===== src/rtl/pipe_stage_skid.sv =====
// Pipeline-stage register with a valid/ready handshake and a 2-entry skid buffer.
// Registered in_ready, synchronous flush to bubble, saturating stall counter.
module pipe_stage_skid #(
    parameter int unsigned       DATA_W       = 65,
    parameter logic [DATA_W-1:0] BUBBLE_VALUE = DATA_W'('h13),
    parameter int unsigned       CNT_W        = 16
) (
    input  logic              clk,
    input  logic              rst,
    input  logic              in_valid,
    output logic              in_ready,
    input  logic [DATA_W-1:0] in_data,
    output logic              out_valid,
    input  logic              out_ready,
    output logic [DATA_W-1:0] out_data,
    input  logic              flush,
    output logic [CNT_W-1:0]  stall_cnt
);

    logic [DATA_W-1:0] m_q, s_q, m_n, s_n;
    logic              m_v, s_v, m_v_n, s_v_n;
    logic              rdy_q;
    logic [CNT_W-1:0]  cnt_q;
    logic              in_fire, out_fire;

    assign in_ready  = rdy_q;
    assign out_valid = m_v;
    assign out_data  = m_v ? m_q : BUBBLE_VALUE;
    assign stall_cnt = cnt_q;

    assign in_fire  = in_valid & rdy_q;
    assign out_fire = m_v & out_ready;

    always_comb begin
        m_n   = m_q;
        s_n   = s_q;
        m_v_n = m_v;
        s_v_n = s_v;
        if (flush) begin
            m_n   = BUBBLE_VALUE;
            s_n   = BUBBLE_VALUE;
            m_v_n = 1'b0;
            s_v_n = 1'b0;
        end else if (out_fire || !m_v) begin
            if (s_v) begin
                // Skid entry is older than anything arriving now: promote it first.
                m_n   = s_q;
                m_v_n = 1'b1;
                if (in_fire) begin
                    s_n = in_data;
                end else begin
                    s_v_n = 1'b0;
                end
            end else begin
                m_n   = in_data;
                m_v_n = in_fire;
            end
        end else if (in_fire) begin
            s_n   = in_data;
            s_v_n = 1'b1;
        end
    end

    always_ff @(posedge clk or posedge rst) begin
        if (rst) begin
            m_q   <= BUBBLE_VALUE;
            s_q   <= BUBBLE_VALUE;
            m_v   <= 1'b0;
            s_v   <= 1'b0;
            rdy_q <= 1'b1;
        end else begin
            m_q   <= m_n;
            s_q   <= s_n;
            m_v   <= m_v_n;
            s_v   <= s_v_n;
            // Ready is its own flop so back-pressure never goes combinational upstream.
            rdy_q <= ~s_v_n;
        end
    end

    always_ff @(posedge clk or posedge rst) begin
        if (rst) begin
            cnt_q <= '0;
        end else if (m_v && !out_ready && (cnt_q != '1)) begin
            cnt_q <= cnt_q + CNT_W'(1);
        end
    end

endmodule


===== config.mk =====
export PLATFORM = sky130hd
export DESIGN_NAME = pipe_stage_skid
export DESIGN_NICKNAME = d
export VERILOG_FILES = /design/src/rtl/pipe_stage_skid.sv
export SDC_FILE = /design/constraint.sdc
export NUM_CORES = 1
export LEC_CHECK = 0
export ABC_AREA = 1
export BUFFER_PORTS_ARGS = -buffer_cell sky130_fd_sc_hd__buf_4
export CORE_MARGIN = 10
export CORE_UTILIZATION = 51
export CTS_BUF_LIST = sky130_fd_sc_hd__clkbuf_4
export CTS_CLUSTER_SIZE = 16
export DETAILED_ROUTE_END_ITERATION = 10
export GPL_ROUTABILITY_DRIVEN = 1
export MAX_ROUTING_LAYER = met4
export PLACE_DENSITY_LB_ADDON = 0.15
export SLEW_MARGIN = 15
export SYNTH_ARGS = -nofsm -noshare
export SYNTH_HDL_FRONTEND = slang
export SYNTH_SLANG_ARGS = --single-unit

===== constraint.sdc =====
create_clock -name clk -period 4.8 [get_ports clk]
set_input_delay 0.48 -clock clk [delete_from_list [all_inputs] [get_ports clk]]
set_output_delay 0.48 -clock clk [all_outputs]
set_load 0.005 [all_outputs]

==> impl_metrics.csv, run 1 <==
group,metric,value,unit
outcome,status,"finished, final reports clean",
synth,ys.flop_type,"dfrtp_1",
synth,yosysSeqAreaShare,52.4,%
synth,synth.area.mux_share,0,%
pwr,p_leak,4.63,nW
placement,dp.cells,1225,
finish,fill_cells,1321,
clock_tree,postCtsSetupBuffers,0,
route,drt_iter0_drc,434,
finish,diodes,0,
setup_path,worstSetupPathType,"flop to flop",
synth,synthAdderAreaFrac,0.175,%
synth,synth_area,7130,sq um
route,wire_per_inst,13.9,um
setup_path,cp_data_arrival_time,3.59,ns
synth,synth_edf_count,0,
synth,syn-instance-count,937,
timing,rsz0062_at_grt,"false",
finish,seq_area,3740,sq um
setup_path,path_cells,"inv_2 -> a21oi_2 -> nand2_1 -> inv_2 -> nand2_1 -> o21ai_1",
route,viasPerCell,4.89,
clock_tree,cts_tree,"done",
route,drc_errors,0,
floorplan,fp.dieW,138,um
setup_path,cpMaxStageDelayCell,"dfrtp_4",
timing,final-hold-violation-count,0,
finish,fin_util,62.3,%
setup_path,rrSetupSlack,1.65,ns
finish,final_area,8590,sq um
setup_path,worst_path_largest_cell_delay,1.12,ns
finish,fin_cells,1257,
timing,tns,0,ns
flow_run,maxCapViolations,0,
setup_path,critPathMaxFanout,113,
synth,yosysUniqueCellTypes,30,
timing,clock_skew,0.0162,ns
synth,syn-num-nets,1008,
timing,max_slew_margin,25.7,%
floorplan,core_area,13800,sq um
synth,yosys_warnings,0,
timing,finalSetupViolCount,0,
placement,hpwl,11.8,mm
clock_tree,worst_skew_pair.late_latency,0.54,ns
synth,synth_top_family_by_area,"simple AND/OR/NAND/NOR gates",
timing,maxSlewViolCount,0,
grt,antenna_found_initial,0,
route,postRouteAntennaNets,0,
timing,worstMarginPinSlew,1.11,ns
grt,grt_first_pass_wirelength,29.4,mm
floorplan,rows,43,
pwr,p_switching,0.681,mW
pwr,seqPwrFrac,55.6,%
route,wirelength,17.5,mm
pwr,swShare,27.1,%
setup_path,crit_path_start_kind,"flop",
setup_path,r2r_cells,6,
setup_path,setup.worst_path.end_class,"flop",
pwr,comb_power_share,13.1,%
clock_tree,cts_made_buffers,17,
synth,async_reset_ff_share,100,%
synth,synth_seq_cells,149,
placement,post_dp_cell_area,8300,sq um
grt,grt_max_degree,114,
setup_path,regToRegStartpoint,"s_v",
floorplan,die_area,19100,sq um
finish,drive_above_1_share,19.3,%
grt,track_usage,18.7,%
setup_path,cp.required,5.25,ns
clock_tree,cts_buffer_depth,2,
pwr,ir_drop,0.000179,V
timing,fin_crit,3.15,ns
pwr,power_frac_clock,31.4,%
floorplan,ios,153,
min_path,worstHoldPathType,"primary input to async pin",
synth,avgSynthCellArea,7.61,sq um
clock_tree,clkTransAtPathRegs,0.12,ns
pwr,power.density,292,nW/um^2
clock_tree,cts_hold_buf,0,
clock_tree,htree_num_levels,4,
synth,synthSimpleGateAreaFrac,24.1,%
clock_tree,ctsResizeCount,0,
clock_tree,cts.sinks,149,
clock_tree,cts-root-buf,"clkbuf_4",
synth,synthXorXnorAreaFrac,0.737,%
floorplan,die_height,138,um
route,dr_total_vias,6146,
finish,multi_input_area,2660,sq um
finish,area_growth,20.4,%
placement,gp_congestion,0.869,
setup_path,reg2reg_to,"s_q[36]",
grt,grt_pass1_vias,5970,
timing,finalCritPeriodShare,65.6,%
floorplan,start_util,51.8,%
placement,portBuffers,152,
grt,grt_overflow_total,0,
finish,final_nets,1135,
pwr,power,2.51,mW
synth,synth_compound_area_share,12.1,%
route,first_pass_iters,5,
pwr,power.internal,1.83,mW
timing,fmax,318,MHz
==> stage by stage <==
step	hold WS [ns]	setup WS (ns)
2_1_floorplan	0.450	0.324
3_3_place_gp	0.463	1.78
3_5_place_dp	0.466	1.68
4_1_cts	0.0712	1.65
5_1_grt	0.0866	1.30
6_report	0.0852	1.65
==> layout make-up <==
cell class | count | area share, %
Sequential cell | 149 | 43.6
Timing Repair Buffer | 156 | 13.6
Tap cell | 180 | 2.62
Clock buffer | 18 | 1.57
Multi-Input combinational cell | 606 | 31.0
Inverter | 134 | 5.92
Clock inverter | 14 | 1.65
==> per-layer routing <==
layer	vias to the layer above	routed length [um]	share of wire, %	GRT usage, %
li1	3123	-	-	-
met1	2835	8240	47	23.6
met2	168	8120	46	29.1
met3	20	958	5.5	4.42
met4	0	178	1.0	5.99
met5	-	0	0	-
==> placed cells by master, fill, tap and decap left out, types with 3 or more instances in the layout <==
master	synthesis	layout
a22oi_1	3	3
nand3_1	12	12
a21oi_1	4	4
o31ai_1	19	19
inv_2	4	4
nand4_1	3	3
buf_4	6	156
clkbuf_4	0	18
clkinv_2	0	5
nor2_2	4	4
inv_1	130	129
dfrtp_1	142	140
xor2_1	3	3
clkinv_1	0	5
dfstp_2	7	7
xnor2_1	3	3
bufinv_16	0	3
nand2_1	354	353
o21ai_0	88	88
nor2_1	58	57
o21ai_1	45	45
==> synth_stat cells (4+ instances only) <==
cell,n,area (sq um)
buf_2,17,85.1
dfstp_2,7,184
o31ai_1,19,143
inv_1,130,488
nand3_1,12,60.1
nor2_2,4,25.0
o21ai_0,88,440
clkbuf_1,23,86.3
a21oi_1,4,20.0
nor2_1,58,218
o21ai_1,45,225
dfrtp_1,142,3550
nand2_1,354,1330
inv_2,4,15.0
buf_4,6,45.0
==> worst max-delay path: cells and delay by family, from the launching register on <==
kind	cells	cell delay, ns
buffers and inverters	2	1.20
and+or+nand+nor	2	0.24
AOI/OAI and AO/OA	2	0.43
DFF	1	1.12
==> cells by family (layout without fill, tap and decap cells) <==
kind of cell	after synthesis	in the layout
AO/OA/AOI/OAI	161	161
XOR/XNOR	6	6
adder cells (fa/ha/maj)	1	1
buffers and inverters	182	322
flip-flops	149	149
AND/OR/NAND/NOR	438	438
==> flip-flops by register name (all words and copies together) (netlist names) <==
register and count:
m_q 65, in_ready 1, stall_cnt 16, s_q 65, s_v 1, out_valid 1
==> worst max-delay path by stage <==
stage | from | end | slack [ns] | cells after the start
after floorplan | rst | m_q[10] | 0.32 | 1
after global placement | s_v | s_q[45] | 1.78 | 5
after CTS | s_v | s_q[36] | 1.65 | 6
after detailed placement | s_v | s_q[43] | 1.68 | 5
after global routing | s_v | s_q[45] | 1.30 | 6
final | s_v | s_q[36] | 1.65 | 6
==> power by group through the flow <==
stage | sequential [mW] | clock, mW | combinational (mW)
global placement | 1.42 | 0 | 0.330
global route | 1.41 | 0.854 | 0.378
detailed placement | 1.42 | 0 | 0.335
CTS | 1.39 | 0.802 | 0.336
floorplan | 1.40 | 0 | 0.189
finish | 1.39 | 0.787 | 0.328
Note: power is estimated with default switching activity, not from simulation.
==> run 2, diff against run 1 <==
Settings changed: ABC_AREA 1 to 0, CORE_UTILIZATION 51 to 56.
Clock period 4.8 ns to 2.9 ns, I/O delays scaled along.
==> impl_metrics.csv, run 2 <==
group,metric,value,unit
synth,synth_seq_cells,149,
setup_path,crit_path_start_kind,"flop",
finish,area_growth,31.4,%
setup_path,critPathMaxFanout,7,
synth,async_reset_ff_share,100,%
synth,syn-instance-count,731,
timing,clock_skew,0.0171,ns
outcome,status,"finished, final reports clean",
floorplan,die_area,17400,sq um
clock_tree,cts-root-buf,"clkbuf_4",
synth,yosysUniqueCellTypes,36,
setup_path,setup.worst_path.end_class,"flop",
synth,avgSynthCellArea,9.62,sq um
finish,drive_above_1_share,22.2,%
setup_path,regToRegStartpoint,"stall_cnt[0]",
placement,gp_congestion,0.837,
setup_path,cp_data_arrival_time,2.54,ns
timing,finalSetupViolCount,0,
route,postRouteAntennaNets,0,
route,drt_iter0_drc,558,
floorplan,die_height,132,um
timing,finalCritPeriodShare,72.7,%
pwr,ir_drop,0.000281,V
route,wirelength,18.9,mm
setup_path,worstSetupPathType,"flop to flop",
flow_run,maxCapViolations,0,
route,first_pass_iters,5,
setup_path,cp.required,3.34,ns
timing,max_slew_margin,22.5,%
timing,setup_ws,0.792,ns
floorplan,rows,40,
synth,synth_edf_count,0,
grt,grt_overflow_total,0,
clock_tree,cts_tree,"done",
clock_tree,clkTransAtPathRegs,0.11,ns
min_path,holdCritStartpoint,"out_ready",
timing,rsz0062_at_grt,"false",
grt,grt_pass1_vias,6263,
synth,syn-num-nets,802,
grt,track_usage,22.0,%
route,wire_per_inst,17.1,um
finish,final_cell_mix,"buf_4 (161), dfrtp_1 (140), nand2_1 (139), nor2_1 (67)",
synth,synth_common_cells,"dfrtp_1 (142), nand2_1 (139), nor2_1 (67)",
grt,grt_max_degree,77,
timing,fin_crit,2.11,ns
floorplan,core_area,12200,sq um
synth,yosysMostFrequentCell,"dfrtp_1",
finish,fill_cells,859,
placement,hpwl,11.9,mm
finish,fin_util,75.9,%
pwr,p_leak,4.20,nW
finish,final_nets,992,
floorplan,start_util,57.8,%
route,dr_total_vias,6004,
pwr,power,4.28,mW
route,viasPerCell,5.44,
clock_tree,cts.sinks,149,
floorplan,fp.dieW,132,um
clock_tree,postCtsSetupBuffers,0,
synth,yosysSeqAreaShare,53.2,%
clock_tree,worst_skew_pair.late_latency,0.55,ns
clock_tree,htree_num_levels,4,
clock_tree,cts_buffer_depth,2,
timing,maxSlewViolCount,0,
placement,portBuffers,152,
timing,final-hold-violation-count,0,
finish,final_common_cell,"buf_4",
timing,tns,0,ns
synth,yosys.area.top_type,"dfrtp_1",
pwr,power.density,464,nW/um^2
setup_path,setup.worst_path.start,"stall_cnt[0]",
placement,pre_cts_ws,0.810,ns
timing,fmax,474,MHz
synth,synth.top_cell.area_share,50.6,%
grt,grt_first_pass_wirelength,31.0,mm
synth,ys.flop_type,"dfrtp_1",
min_path,worstHoldPathType,"primary input to flop",
timing,worstMarginPinSlew,1.16,ns
route,drc_errors,0,
synth,synth_area,7030,sq um
floorplan,ios,153,
synth,yosys_warnings,0,
grt,antenna_found_initial,1,
clock_tree,cts_made_buffers,17,
synth,synthTopCellsByArea,"dfrtp_1 (51%), mux2i_1 (9.4%), nand2_1 (7.4%)",
run 2: cell types whose count changed after synthesis, moves of 62 or more:
cell,delta
inv_1,-126
and2_1,+63
a211oi_1,+62
nand2_1,-215
o21ai_0,-84
mux2i_1,+66
run 2: layout make-up:
| class | instances | area, sq um | share of cell area (%) |
|---|---|---|---|
| antenna | 1 | 2.50 | 0.0271 |
| clock inverter | 10 | 91.3 | 0.989 |
| clock buffer | 22 | 165 | 1.79 |
| sequential | 149 | 3740 | 40.5 |
| multi-input combinational | 518 | 3060 | 33.1 |
| inverter | 4 | 18.8 | 0.203 |
| tap | 168 | 210 | 2.28 |
| timing repair buffer | 231 | 1950 | 21.1 |
run 2: worst max-delay path: stages (launching register included):
cell and delay (ns):
dfrtp_1 0.41, ha_1 0.24, nand4_2 0.18, or4_1 0.70
nand2_2 0.15, mux2_1 0.32
run 2: metrics by stage:
stage	instances	area, sq um	hold slack, ns
final	1103	9240	0.131
after global routing	1103	9240	0.124
after CTS	1102	9230	0.0983
after detailed placement	1004	8320	0.295
after global placement	1004	8320	0.290
after floorplan	731	7030	0.403
run 2: logic make-up (layout without fill, tap and decap cells):
logic type	count (synthesis)	after routing	synth area share, %
simple gates	302	302	19.8
flops	149	149	53.2
compound gates	134	134	11.9
mux	68	68	9.72
buf+inv	64	267	3.63
xor+xnor	13	13	1.62
fa+ha+maj	1	1	0.178
other cells	0	1	0
run 2: metal layers:
layer,track usage [%],vias up,part of all wire [%]
met5,-,-,0
met4,7.35,0,2.1
met3,4.76,36,4.8
met2,36.4,215,51
met1,26.1,2894,43
li1,-,2859,-
run 2: path summary, 6_finish.rpt:
kind / endpoint / slack [ns] / cells past startpoint
setup / recovery: stall_cnt[1] / 0.79 / 5
hold / removal: stall_cnt[0] / 0.13 / 4
setup reg to reg: stall_cnt[1] / 0.79 / 5
hold reg to reg: s_q[1] / 0.50 / 2
max in group asynchronous: in_ready / 1.91 / 4
min in group asynchronous: s_q[3] / 0.27 / 3
run 2: repair_timing:
item                                    CTS  global route
hold buffers                             66             0
hold endpoints to repair                 77             0
endpoints found under the setup margin    0             0
gates resized for setup                   0             0
run 2: report_power, final:
group          total [mW]  switching [mW]  internal [mW]
registers            2.31          0.0947           2.22
logic               0.736           0.367          0.368
clock network        1.24           0.698          0.539
